<file path="src/rtl/mov8_sequencer.sv">
// Register-to-register move sequencer: drives one-hot source select, pulses the
// destination load, then releases load before select.
module mov8_sequencer #(
    parameter int unsigned SETTLE = 2,
    parameter int unsigned LOAD_W = 2
) (
    input  logic       clk,
    input  logic       reset,
    input  logic       start,
    input  logic [2:0] src,
    input  logic [2:0] dst,
    output logic [7:0] sel,
    output logic [7:0] ld,
    output logic [7:0] led_sel,
    output logic [7:0] led_ld,
    output logic       busy,
    output logic       done,
    output logic       err
);

    localparam int unsigned CNT_W  = 4;
    localparam int unsigned CODE_W = 3;
    localparam int unsigned LINE_W = 8;

    localparam logic [CNT_W-1:0] SETTLE_INIT = CNT_W'(SETTLE - 1);
    localparam logic [CNT_W-1:0] LOAD_INIT   = CNT_W'(LOAD_W - 1);

    localparam logic [2:0] S_IDLE     = 3'd0;
    localparam logic [2:0] S_SELECT   = 3'd1;
    localparam logic [2:0] S_LOAD     = 3'd2;
    localparam logic [2:0] S_RELEASE  = 3'd3;
    localparam logic [2:0] S_DONE     = 3'd4;
    localparam logic [2:0] S_DONE_ERR = 3'd5;

    logic [2:0]        state_q, state_d;
    logic [CNT_W-1:0]  cnt_q, cnt_d;
    logic [CODE_W-1:0] src_q, src_d;
    logic [CODE_W-1:0] dst_q, dst_d;
    logic [LINE_W-1:0] sel_q, sel_d;
    logic [LINE_W-1:0] ld_q, ld_d;
    logic              busy_q, busy_d;
    logic              done_q, done_d;
    logic              err_q, err_d;

    // Outputs are derived from the next state so they line up with the state they describe.
    always_comb begin
        state_d = state_q;
        cnt_d   = cnt_q;
        src_d   = src_q;
        dst_d   = dst_q;

        case (state_q)
            S_IDLE: begin
                if (start) begin
                    src_d = src;
                    dst_d = dst;
                    if (src != dst) begin
                        state_d = S_SELECT;
                        cnt_d   = SETTLE_INIT;
                    end else begin
                        state_d = S_DONE_ERR;
                    end
                end
            end
            S_SELECT: begin
                if (cnt_q == '0) begin
                    state_d = S_LOAD;
                    cnt_d   = LOAD_INIT;
                end else begin
                    cnt_d = cnt_q - CNT_W'(1);
                end
            end
            S_LOAD: begin
                if (cnt_q == '0) begin
                    state_d = S_RELEASE;
                end else begin
                    cnt_d = cnt_q - CNT_W'(1);
                end
            end
            S_RELEASE:  state_d = S_DONE;
            S_DONE:     state_d = S_IDLE;
            S_DONE_ERR: state_d = S_IDLE;
            default:    state_d = S_IDLE;
        endcase

        sel_d  = '0;
        ld_d   = '0;
        busy_d = (state_d != S_IDLE);
        done_d = (state_d == S_DONE) || (state_d == S_DONE_ERR);
        err_d  = (state_d == S_DONE_ERR);
        if ((state_d == S_SELECT) || (state_d == S_LOAD) || (state_d == S_RELEASE)) begin
            sel_d = LINE_W'(1) << src_d;
        end
        if (state_d == S_LOAD) begin
            ld_d = LINE_W'(1) << dst_d;
        end
    end

    always_ff @(posedge clk) begin
        if (reset) begin
            state_q <= S_IDLE;
            cnt_q   <= '0;
            src_q   <= '0;
            dst_q   <= '0;
            sel_q   <= '0;
            ld_q    <= '0;
            busy_q  <= 1'b0;
            done_q  <= 1'b0;
            err_q   <= 1'b0;
        end else begin
            state_q <= state_d;
            cnt_q   <= cnt_d;
            src_q   <= src_d;
            dst_q   <= dst_d;
            sel_q   <= sel_d;
            ld_q    <= ld_d;
            busy_q  <= busy_d;
            done_q  <= done_d;
            err_q   <= err_d;
        end
    end

    assign sel     = sel_q;
    assign ld      = ld_q;
    assign led_sel = sel_q;
    assign led_ld  = ld_q;
    assign busy    = busy_q;
    assign done    = done_q;
    assign err     = err_q;

endmodule

</file>
<file path="config.mk">
export PLATFORM = sky130hd
export DESIGN_NAME = mov8_sequencer
export DESIGN_NICKNAME = d
export VERILOG_FILES = /design/src/rtl/mov8_sequencer.sv
export SDC_FILE = /design/constraint.sdc
export NUM_CORES = 1
export LEC_CHECK = 0
export CAP_MARGIN = 30
export CORE_MARGIN = 4
export CORE_UTILIZATION = 45
export DETAILED_ROUTE_END_ITERATION = 8
export PLACE_DENSITY = 0.73
export REMOVE_ABC_BUFFERS = 1
export SETUP_SLACK_MARGIN = 0.1
export SYNTH_ARGS = -nofsm -noshare
export SYNTH_HDL_FRONTEND = slang
export SYNTH_SLANG_ARGS = --single-unit
</file>
<file path="constraint.sdc">
create_clock -name clk -period 2.4 [get_ports clk]
set_input_delay 0.72 -clock clk [delete_from_list [all_inputs] [get_ports clk]]
set_output_delay 0.72 -clock clk [all_outputs]
set_load 0.005 [all_outputs]
</file>
==> flow_metrics.tcl <==
set metrics [dict create \
    crit_family "simple AND/OR/NAND/NOR gates" \
    cp_num_buf_inv 1 \
    rows 20 \
    drive_above_1_share_pct 14.22 \
    dieArea_sq_um 4363 \
    arrival_ns 2.31 \
    post_cts_buffers 0 \
    wl_per_cell_um 13.53 \
    grt_pass1_wl_um 5809 \
    fmax_mhz 476.2 \
    ant_nets 0 \
    multi_input_area_sq_um 676.9 \
    p_sw_share_pct 33.09 \
    n_antenna_cell 0 \
    firstDrtPassIters 4 \
    status "finished, final reports clean" \
    startpoint_type "input port" \
    synth_seq_cells 32 \
    core_sq_um 3128 \
    regArea_sq_um 640.6 \
    io_pins 44 \
    rsz0062_at_grt "no" \
    hold_viol 0 \
    mostFrequentLayoutCells "43 x clkdlybuf4s50_1, 32 x dfxtp_1, 19 x nor2_1, 17 x buf_4, 12 x inv_1" \
    fin_tns_setup_ns 0 \
    final_common_cell "clkdlybuf4s50_1" \
    p_seq_share_pct 43.1 \
    dp_hpwl_um 2791 \
    post_cts_resized 0 \
    die_w_um 66.05 \
    cts_tree "built" \
    period_needed_ns 2.100 \
    htreeDepth 2 \
    insertion_delay_ns 0.32 \
    grt_start_max_net_pins 17 \
    maxSlewHeadroom_pct 61.25 \
    internal_power_mw 1.008 \
    synth_area_sq_um 1516 \
    routabilityCongestion 0.8438 \
    num-fill-cells 266 \
    fin_skew_ns 0.007607 \
    cpMaxStageDelayCell "or4b_4" \
    clk_pin_slew_ns 0.10 \
    avgSynthCellArea_sq_um 9.191 \
    synth_cells 165 \
    p_leak_nw 0.7600 \
    tightest_slew_ns 0.5738 \
    yosys_warnings 0 \
    start_util_pct 48.48 \
    viasPerCell 5.286 \
    die_h_um 66.05 \
    cp_cell_sequence "clkdlybuf4s50_1 > or4b_4 > mux2_2 > o211ai_1 > nor2_1" \
    maxCapViolCount 0 \
    cts.path.max_buffers 2 \
    power.switching_mw 0.4984 \
    cts_made_buffers 5 \
    route.vias.total 1348 \
    critical_path_class "in -> reg" \
    gr-total-overflow 0 \
    ys_types 41 \
    post-route-util_pct 65.04 \
    track_usage_pct 17.34 \
    critPathMaxFanout 5 \
    cp.required_ns 2.61 \
    min_period_over_period_pct 87.50 \
    crit_path_end_kind "register" \
    drcViolationCount 0 \
    synth_seq_area_share_pct 42.24 \
    clock-root-buffer "clkbuf_4" \
    setup_viol 0 \
    cellPowerDensity_nw_per_um2 740.4 \
    ir_worst_vdd_uv 430.9 \
    numPortBuffers 43 \
    clkPwrFrac_pct 21.0 \
    slowest_delay_ns 0.54 \
    clock_sinks 32 \
    combPwrFrac_pct 36.0 \
    wirelength_um 3451 \
    grt_pass1_vias 1288 \
    slew_viol_final 0 \
    cts_hold_buf 0 \
    hold_path_class "reg -> reg" \
    finalPower_mw 1.506 \
    antenna_found_initial 0 \
    final_nets 221 \
    drt-initial-drc-count 86 \
    areaGrowthSynthToFinish_pct 34.16 \
]
## stage by stage
step                      hold WS, ns  instances  setup slack, ns  cell area [sq um]
after floorplan                0.4606        143           0.2981               1363
after global placement         0.4802        247         0.005998               1976
after detailed placement       0.5030        247         -0.04749               1976
after CTS                      0.5159        255           0.2914               2034
after global routing           0.5449        255           0.1414               2034
final                          0.5112        255           0.3001               2034
## path summary, 6_finish.rpt
path	from	endpoint	cells past startpoint	slack, ns
worst max register to register	cnt_q[0]	cnt_q[0]	7	0.51
worst min register to register	cnt_q[1]	cnt_q[1]	2	0.51
worst max-delay path	start	led_sel[6]	5	0.30
worst min-delay path	cnt_q[1]	cnt_q[1]	2	0.51
## registers in the layout, indices dropped and copies added (netlist names)
| name | flops |
|---|---|
| led_sel | 8 |
| src_q | 3 |
| ld | 8 |
| done | 1 |
| busy | 1 |
| dst_q | 3 |
| cnt_q | 4 |
| err | 1 |
| state_q | 3 |
## cells in the mapped netlist
master	instances	area [sq um]
nor2_1	19	71.32
nand2b_1	4	25.02
nor3b_2	1	12.51
nor4b_4	1	23.77
a2111oi_2	1	15.01
o32ai_1	2	17.52
nand3_1	3	15.01
mux2i_4	1	22.52
o2111ai_1	1	8.760
a21boi_0	1	7.510
buf_4	16	120.1
nand3b_1	2	15.01
o221a_1	2	22.52
a31oi_1	8	50.05
buf_2	3	15.01
inv_1	12	45.04
xnor2_1	3	26.28
mux2i_1	2	20.02
nor3b_1	4	30.03
a21oi_1	5	25.02
o211ai_1	3	22.52
o221ai_1	2	17.52
dfxtp_1	32	640.6
buf_6	1	11.26
o21ai_0	3	15.01
nor3_1	8	40.04
o211a_1	1	10.01
a41oi_1	1	8.760
nor4_1	1	6.260
clkbuf_1	2	7.510
a41oi_2	1	16.27
o41ai_1	1	8.760
and2_1	1	6.260
o21a_1	2	15.01
a211oi_1	1	7.510
nand2_1	8	30.03
mux2_2	1	11.26
and4_1	1	8.760
ha_1	2	25.02
or4b_4	1	13.76
nor2b_1	1	6.260
## power groups by stage
stage / logic [mW] / clock network, mW / registers [mW]
4_1_cts: 0.543 / 0.324 / 0.648
5_1_grt: 0.595 / 0.354 / 0.662
6_report: 0.542 / 0.316 / 0.649
2_1_floorplan: 0.314 / 0 / 0.654
3_3_place_gp: 0.517 / 0 / 0.655
3_5_place_dp: 0.541 / 0 / 0.661
## logic make-up after synthesis
group,synth area share (%)
xor+xnor,1.733
flops,42.24
buf+inv,13.12
mux,3.548
compound gates,17.66
fa+ha+maj,1.650
simple gates,20.05
## worst min-delay path, stage by stage (launching register included)
cell,delay (ns)
dfxtp_1,0.34
o221ai_1,0.07
a21oi_1,0.06
## routing by layer
metal / global-route usage (%) / vias to the layer above / share of wire, %
li1: - / 658 / -
met1: 19.68 / 634 / 40
met2: 30.41 / 46 / 51
met3: 4.932 / 10 / 7.0
met4: 6.853 / 0 / 2.1
met5: 0 / - / 0
## area by class of cell
cell class                 instances  area share (%)
inverter                          12           2.214
multi-input combinational         99           33.27
clock buffer                       8           2.891
tap                               44           2.706
sequential                        32           31.49
timing repair buffer              60           27.43
Note: power is estimated with default switching activity, not from simulation.
